File: src/rtl/formal_output_checker_sat_counter.sv
// Saturating up-counter with synchronous clear; sticks at all-ones instead of wrapping.
module sat_counter #(
    parameter int W = 16
) (
    input  logic         clk,
    input  logic         rst_n,
    input  logic         clr,
    input  logic         inc,
    output logic [W-1:0] cnt
);

    always_ff @(posedge clk or negedge rst_n) begin
        if (!rst_n) begin
            cnt <= '0;
        end else if (clr) begin
            cnt <= '0;
        end else if (inc && (cnt != {W{1'b1}})) begin
            cnt <= cnt + W'(1);
        end
    end

endmodule

File: config.mk
export PLATFORM = sky130hd
export DESIGN_NAME = sat_counter
export DESIGN_NICKNAME = d
export VERILOG_FILES = /design/src/rtl/formal_output_checker_sat_counter.sv
export SDC_FILE = /design/constraint.sdc
export NUM_CORES = 1
export LEC_CHECK = 0
export ABC_CLOCK_PERIOD_IN_PS = 2650
export BUFFER_PORTS_ARGS = -buffer_cell sky130_fd_sc_hd__buf_2
export CAP_MARGIN = 30
export CORE_MARGIN = 2
export CORE_UTILIZATION = 52
export DETAILED_ROUTE_END_ITERATION = 8
export GPL_TIMING_DRIVEN = 1
export PLACE_DENSITY = 0.88
export SETUP_SLACK_MARGIN = 0.2
export SYNTH_ARGS = -nofsm -noshare
export SYNTH_HDL_FRONTEND = slang
export SYNTH_SLANG_ARGS = --single-unit
File: constraint.sdc
create_clock -name clk -period 2.65 [get_ports clk]
set_clock_uncertainty 0.15 [all_clocks]
set_input_delay 0.1325 -clock clk [delete_from_list [all_inputs] [get_ports clk]]
set_output_delay 0.1325 -clock clk [all_outputs]
set_load 0.05 [all_outputs]
==> results of run 1 <==
layout by cell type (no fill, tap or decap):
cell type                       instances
sky130_fd_sc_hd__buf_2                 19
sky130_fd_sc_hd__dfrtp_1               16
sky130_fd_sc_hd__a21oi_1               11
sky130_fd_sc_hd__o31ai_1                7
sky130_fd_sc_hd__nand4_1                6
sky130_fd_sc_hd__nand2_1                6
sky130_fd_sc_hd__or4_1                  5
sky130_fd_sc_hd__nor2b_1                4
sky130_fd_sc_hd__nor2_1                 4
sky130_fd_sc_hd__nor4_1                 4
sky130_fd_sc_hd__mux2_1                 4
sky130_fd_sc_hd__inv_1                  3
sky130_fd_sc_hd__nand3_1                3
sky130_fd_sc_hd__o21ai_1                3
sky130_fd_sc_hd__clkbuf_4               3
sky130_fd_sc_hd__or4_2                  2
sky130_fd_sc_hd__or3_1                  2
sky130_fd_sc_hd__and4_2                 2
sky130_fd_sc_hd__and3_1                 2
sky130_fd_sc_hd__dlygate4sd3_1          2
sky130_fd_sc_hd__nand4_2                1
sky130_fd_sc_hd__nor4_4                 1
sky130_fd_sc_hd__nand3b_1               1
sky130_fd_sc_hd__o211ai_2               1
sky130_fd_sc_hd__o21ai_0                1
sky130_fd_sc_hd__or3_2                  1
sky130_fd_sc_hd__nor3_1                 1
sky130_fd_sc_hd__a211oi_2               1
sky130_fd_sc_hd__ha_1                   1
sky130_fd_sc_hd__clkbuf_8               1
sky130_fd_sc_hd__buf_4                  1
worst min path at each step:
stage / startpoint / endpoint / slack, ns / cells after the start
detailed placement: rst_n / cnt[12] / -0.09 / 1
finish: clr / cnt[4] / 0.1 / 2
floorplan: rst_n / cnt[0] / -0.31 / 0
global placement: rst_n / cnt[12] / -0.09 / 1
CTS: clr / cnt[4] / 0.09 / 2
global route: clr / cnt[5] / 0.11 / 2
power groups by stage:
stage / Combinational [mW] / Clock, mW / Sequential [mW]
after floorplan: 0.0138 / 0 / 0.261
after global placement: 0.0326 / 0 / 0.253
after detailed placement: 0.0338 / 0 / 0.254
after CTS: 0.0360 / 0.163 / 0.249
after global routing: 0.0394 / 0.174 / 0.250
final: 0.0360 / 0.160 / 0.249
routing by layer:
layer	vias up	track usage (%)	routed length, um
li1	425	-	-
met1	438	29.9	1000
met2	30	36.7	1100
met3	9	3.14	76
met4	0	12.0	53
met5	-	0	0
per-stage QoR:
| step | worst slack (ns) | cells | cell area [sq um] | power (mW) |
|---|---|---|---|---|
| 6_report | 0.529 | 144 | 1110 | 0.445 |
| 3_5_place_dp | 0.584 | 138 | 1050 | 0.288 |
| 5_1_grt | 0.419 | 144 | 1110 | 0.463 |
| 3_3_place_gp | 0.655 | 138 | 1050 | 0.286 |
| 4_1_cts | 0.540 | 144 | 1110 | 0.448 |
| 2_1_floorplan | 0.384 | 98 | 942 | 0.275 |
kinds of logic after synthesis:
family,synth area share [%]
simple gates,31.2
fa+ha+maj,1.33
compound gates,16.2
mux,4.78
flops,42.5
buf+inv,3.98
final cells by class:
type	count	area share [%]
sequential	16	36.2
multi-input combinational	74	45.6
clock buffer	4	3.28
tap	25	2.83
inverter	3	1.02
timing repair buffer	22	11.1
what timing repair did:
item                                   CTS  global route
hold buffers                             2             0
endpoints found under the hold margin   17             0
setup buffers                            0             0
==> results.txt, run 1 <==
run status -> finished clean
first drt pass iteration count -> 4
area of the mapped netlist -> 942 sq um
average wire per cell in the routed design -> 15.5 um
worst hold slack across all endpoints -> 0.0956 ns
dominant cell by count in the synthesized netlist -> sky130_fd_sc_hd__dfrtp_1
cell type of the slowest stage on the worst timing path -> sky130_fd_sc_hd__nor4_4
final-report max-slew violation count -> 0
biggest area consumer among synthesized cells -> sky130_fd_sc_hd__dfrtp_1
peak ir drop on the vdd network -> 0.282 mV
Die Height -> 46.6 um
Initial DRC Count -> 24
final critical delay including setup and external delays -> 2.12 ns
largest registers -> cnt x16
CTS Root Cell -> sky130_fd_sc_hd__clkbuf_4
class of the tightest hold or removal check -> in -> reg
Critical path buffers and inverters -> 0
number of distinct library cell variants in the gate-level netlist after synthesis -> 28
share of final-layout standard cells stronger than drive strength 1 -> 27.7%
number of DRC violations after detailed routing -> 0
flip-flop count of the largest register after layout -> 16
final hold violations -> 0
post-cts sizing count -> 0
share of power burned in combinational logic -> 8.1%
via count of the first global-routing pass -> 835
total power divided by cell area -> 403 mW/mm^2
width of the die -> 46.6 um
Core Box Area -> 0.00171 sq mm
worst reg2reg startpoint -> cnt[0]
register with the highest flop count -> cnt
worst reg2reg path depth -> 5
number of nets with antenna violations after routing -> 0
Max Buffers Root-to-Sink -> 2
CTS clk-pin slew, worst paths -> 0.09 ns
wire length of the first global-routing pass -> 3550 um
static leakage -> 0.506 nW
Total GRT Usage -> 23.0%
Via-to-Cell Ratio -> 6.26
internal power -> 339 uW
port buffer count -> 19
register area -> 400 sq um
multi-input logic area -> 504 sq um
register-to-register setup slack -> 0.53 ns
fraction of registers with async set or reset after synthesis -> 100%
standard-cell rows -> 15
Initial Utilization -> 55.2%
number of buffers inserted during clock tree synthesis -> 3
setup repair after global routing missed its margin -> no
I/O pin cnt -> 20
diode insertion count for antenna repair -> 0
critical setup path kind -> reg -> reg
clock tree from TritonCTS -> built
Setup Total Neg Slack -> 0 ns
HPWL after detailed placement -> 1460 um
startpoint type of the worst setup path -> flop
Rel. slew slack -> 61.8%
grt ovf -> 0
max capacitance violation total -> 0
fraction of the yosys area taken by sequential cells -> 42.5%
Layout fillers -> 132
maximum fanout count along the critical path -> 10
Detailed Route WL -> 2240 um
number of antenna violations at the first check in global routing -> 0
post-synthesis average cell area -> 9.61 sq um
number of sinks on the clock net -> 16
worst slew pin tran -> 0.572 ns
Reg power frac -> 55.9%
switching power summed over all nets -> 107 uW
element type at the critical path end -> flop
count of vias placed by the detailed router -> 902
predominant post-synthesis flop cell -> sky130_fd_sc_hd__dfrtp_1
total of endpoints with negative setup slack in the final report -> 0
net count after synthesis -> 103
post-layout utilization of the core -> 64.8%
gate family responsible for the most delay along the worst path -> simple AND/OR/NAND/NOR gates
number of enable flip-flop cells after synthesis -> 0
CTS H-Tree Depth -> 1
FF-to-FF End -> cnt[9]
Synth Instances -> 98
routability congestion estimate -> 0.806
synth cell count leaders -> sky130_fd_sc_hd__dfrtp_1 (16), sky130_fd_sc_hd__a21oi_1 (11), sky130_fd_sc_hd__o31ai_1 (7)
largest net degree at the start of global routing -> 23
flop and latch count out of synthesis -> 16
relative contribution of the clock network to total power -> 36.0%
Final period util -> 80.0%
number of logic stages on the critical path including buffering -> 5
achievable clock frequency -> 0.471 GHz
synthesis warning total -> 0
arrival time at the worst endpoint -> 2.14 ns
Max stage delay on crit path -> 0.55 ns
fraction of power spent switching nets -> 23.9%
top area cells in the synthesized netlist -> sky130_fd_sc_hd__dfrtp_1 (42%), sky130_fd_sc_hd__a21oi_1 (5.8%), sky130_fd_sc_hd__o31ai_1 (5.6%)
Worst Setup EP -> cnt[9]
die area -> 0.00217 sq mm
clk_lat worst skew -> 0.29 ns
CP Data Required Time -> 2.67 ns
share of the synthesized area in the top cell type -> 42.5%
Final Net Count -> 125
critical path, cell by cell -> ha_1, nand4_2, nor4_4, nor4_1, mux2_1
area delta synth->final -> 17.4%
origin of the worst setup path -> cnt[0]
Note: power is estimated with default switching activity, not from simulation.
==> run 2, diff against run 1 <==
ABC_CLOCK_PERIOD_IN_PS = 1850   (was 2650)
CORE_UTILIZATION = 47   (was 52)
PLACE_DENSITY = 0.84   (was 0.88)
clock period = 1.85 ns   (was 2.65 ns; I/O delays follow)
==> run 2 against run 1 <==
  * The flow now finishes with violations (setup timing)
  * Register-to-register slack got worse by 0.57 ns
  * Total power increased by 50%
  * Non-clock buffer count grew 19
  * Final area up 28%
  * Setup slack got worse by 0.57 ns
  * First-iteration DRC count grew to 2.6 times the previous value
  * Count of clock-buffer cells in the layout did not move
  * Clock power rose by 53%
  * Sequential power is 44% higher
  * Routed wire length rose by 33%
  * Critical endpoint is now cnt[13]
  * Largest cell class unchanged
  * Highest routed layer unchanged
==> results.txt, run 2 (same netlist as run 1, synthesis figures left out) <==
Non-Filler Cell Area, Final -> 0.00141 sq mm (+28%)
first drt pass iteration count -> 4 (unchanged)
port buffer count -> 19 (unchanged)
Max Buffers Root-to-Sink -> 2 (unchanged)
internal power -> 493 uW (+46%)
largest net degree at the start of global routing -> 23 (unchanged)
run status -> finished, violations left
Total GRT Usage -> 24.4% (+1.4 points)
CTS Root Cell -> sky130_fd_sc_hd__clkbuf_4
CP Data Required Time -> 1.90 ns (-0.77 ns)
via count of the first global-routing pass -> 979 (+17%)
setup repair after global routing missed its margin -> yes
diode insertion count for antenna repair -> 0 (unchanged)
cell area reported after detailed placement -> 0.00117 sq mm (+11%)
post-layout utilization of the core -> 73.6% (+8.8 points)
routability congestion estimate -> 0.837 (+3.9%)
Initial Utilization -> 49.0% (-6.1 points)
Reg power frac -> 53.5% (-2.4 points)
most common library cell in the layout ignoring fill and taps -> sky130_fd_sc_hd__buf_2
flip-flop count of the largest register after layout -> 16 (unchanged)
Detailed Route WL -> 2980 um (+33%)
largest registers -> cnt x16
maximum fanout count along the critical path -> 6 (-4)
final hold violations -> 0 (unchanged)
static leakage -> 0.583 nW (+15%)
peak ir drop on the vdd network -> 0.380 mV (+35%)
CTS clk-pin slew, worst paths -> 0.10 ns (about the same)
count of vias placed by the detailed router -> 1,044 (+16%)
Final period util -> 102% (+22 points)
final critical delay including setup and external delays -> 1.89 ns (-0.229 ns)
wire length of the first global-routing pass -> 4570 um (+29%)
Layout fillers -> 127 (-3.8%)
I/O pin cnt -> 20 (unchanged)
Die Height -> 48.8 um (+4.7%)
standard-cell rows -> 16 (+1)
total of endpoints with negative setup slack in the final report -> 6 (+6)
final-report max-slew violation count -> 0 (unchanged)
number of sinks on the clock net -> 16 (unchanged)
number of antenna violations at the first check in global routing -> 0 (unchanged)
number of buffers inserted during clock tree synthesis -> 3 (unchanged)
clk_lat worst skew -> 0.30 ns (about the same)
share of final-layout standard cells stronger than drive strength 1 -> 61.6% (+34 points)
Initial DRC Count -> 63 (+160%)
Core Box Area -> 0.00192 sq mm (+13%)
critical setup path kind -> reg -> reg
register with the highest flop count -> cnt
total power divided by cell area -> 474 mW/mm^2 (+18%)
share of power burned in combinational logic -> 9.9% (+1.8 points)
Rel. slew slack -> 46.6% (-15 points)
Worst Setup Slack, final -> -0.0418 ns (-0.571 ns)
startpoint type of the worst setup path -> flop
arrival time at the worst endpoint -> 1.94 ns (-0.20 ns)
commonest cells after routing, fill and taps aside -> sky130_fd_sc_hd__buf_2 (19), sky130_fd_sc_hd__buf_4 (17), sky130_fd_sc_hd__dfrtp_2 (16), sky130_fd_sc_hd__a21oi_1 (7)
clock tree from TritonCTS -> built
die area -> 0.00238 sq mm (+9.7%)
register area -> 420 sq um (+5.0%)
worst slack, placed -> -0.0573 ns (-0.642 ns)
multi-input logic area -> 636 sq um (+26%)
Final Net Count -> 144 (+15%)
number of DRC violations after detailed routing -> 0 (unchanged)
switching power summed over all nets -> 177 uW (+66%)
average wire per cell in the routed design -> 18.1 um (+16%)
failing checks -> setup timing
grt ovf -> 0 (unchanged)
CTS H-Tree Depth -> 1 (unchanged)
HPWL after detailed placement -> 1700 um (+17%)
relative contribution of the clock network to total power -> 36.6% (+0.6 points)
worst slew pin tran -> 0.800 ns (+0.228 ns)
achievable clock frequency -> 0.529 GHz (+12%)
width of the die -> 48.8 um (+4.7%)
area delta synth->final -> 50.1%
number of nets with antenna violations after routing -> 0 (unchanged)
element type at the critical path end -> flop
Via-to-Cell Ratio -> 6.33 (+1.0%)
fraction of power spent switching nets -> 26.4% (+2.5 points)
class of the tightest hold or removal check -> in -> reg
max capacitance violation total -> 0 (unchanged)
run 2: cell types whose count changed in the layout (fill, tap and decap cells not counted), moves of 4 or more:
| cell | before | now |
|---|---|---|
| sky130_fd_sc_hd__dfrtp_1 | 16 | 0 |
| sky130_fd_sc_hd__dfrtp_2 | 0 | 16 |
| sky130_fd_sc_hd__a21oi_2 | 0 | 4 |
| sky130_fd_sc_hd__nor4_1 | 4 | 0 |
| sky130_fd_sc_hd__a21oi_1 | 11 | 7 |
| sky130_fd_sc_hd__buf_4 | 1 | 17 |
run 2: power groups by stage:
| stage | Sequential [mW] | Combinational [mW] | Clock [mW] |
|---|---|---|---|
| 2_1_floorplan | 0.376 | 0.0206 | 0 |
| 3_3_place_gp | 0.365 | 0.0486 | 0 |
| 3_5_place_dp | 0.366 | 0.0502 | 0 |
| 4_1_cts | 0.358 | 0.0641 | 0.245 |
| 5_1_grt | 0.359 | 0.0722 | 0.263 |
| 6_report | 0.358 | 0.0666 | 0.245 |
run 2: layer usage:
layer	share of wire, %	global-route usage, %	up-vias	routed length, um
li1	-	-	459	-
met1	41	31.6	514	1220
met2	49	39.3	58	1450
met3	6.7	3.99	13	200
met4	3.6	12.9	0	107
met5	0	0	-	0
run 2: final timing paths:
check / from / endpoint / slack [ns] / depth (start not counted)
setup reg to reg: cnt[0] / cnt[13] / -0.04 / 6
min in group asynchronous: rst_n / cnt[12] / 0.08 / 2
hold / removal: clr / cnt[14] / 0.05 / 2
max in group asynchronous: rst_n / cnt[1] / 1.16 / 2
hold reg to reg: cnt[8] / cnt[8] / 0.46 / 2
setup / recovery: cnt[0] / cnt[13] / -0.04 / 6
run 2: area by class of cell:
class                           instances  area share (%)
Clock buffer                            4            2.57
Multi-Input combinational cell         74            45.0
Inverter                                3           0.796
Tap cell                               27            2.39
Timing Repair Buffer                   41            19.6
Sequential cell                        16            29.7
run 2: what timing repair did:
action,in CTS,in global routing
endpoints found under the hold margin,17,0
resized for setup,14,9
endpoints found under the setup margin,15,16
setup buffers,8,2
pin swaps,11,8
hold buffers,2,0
run 2: per-stage QoR:
stage	hold slack [ns]	std cells	power, mW	setup TNS, ns
after global routing	0.0464	165	0.694	-0.754
after global placement	-0.121	149	0.414	0
final	0.0468	165	0.670	-0.115
after CTS	0.0158	163	0.667	0
after detailed placement	-0.111	149	0.416	-0.148
after floorplan	-0.353	98	0.397	-0.558
run 2: critical path, stage by stage, from the launching register on:
cell                      delay (ns)
sky130_fd_sc_hd__dfrtp_2        0.42
sky130_fd_sc_hd__ha_4           0.16
sky130_fd_sc_hd__nand4_4        0.08
sky130_fd_sc_hd__nor4_4         0.36
sky130_fd_sc_hd__buf_6          0.21
sky130_fd_sc_hd__nor4_4         0.07
sky130_fd_sc_hd__mux2_4         0.34
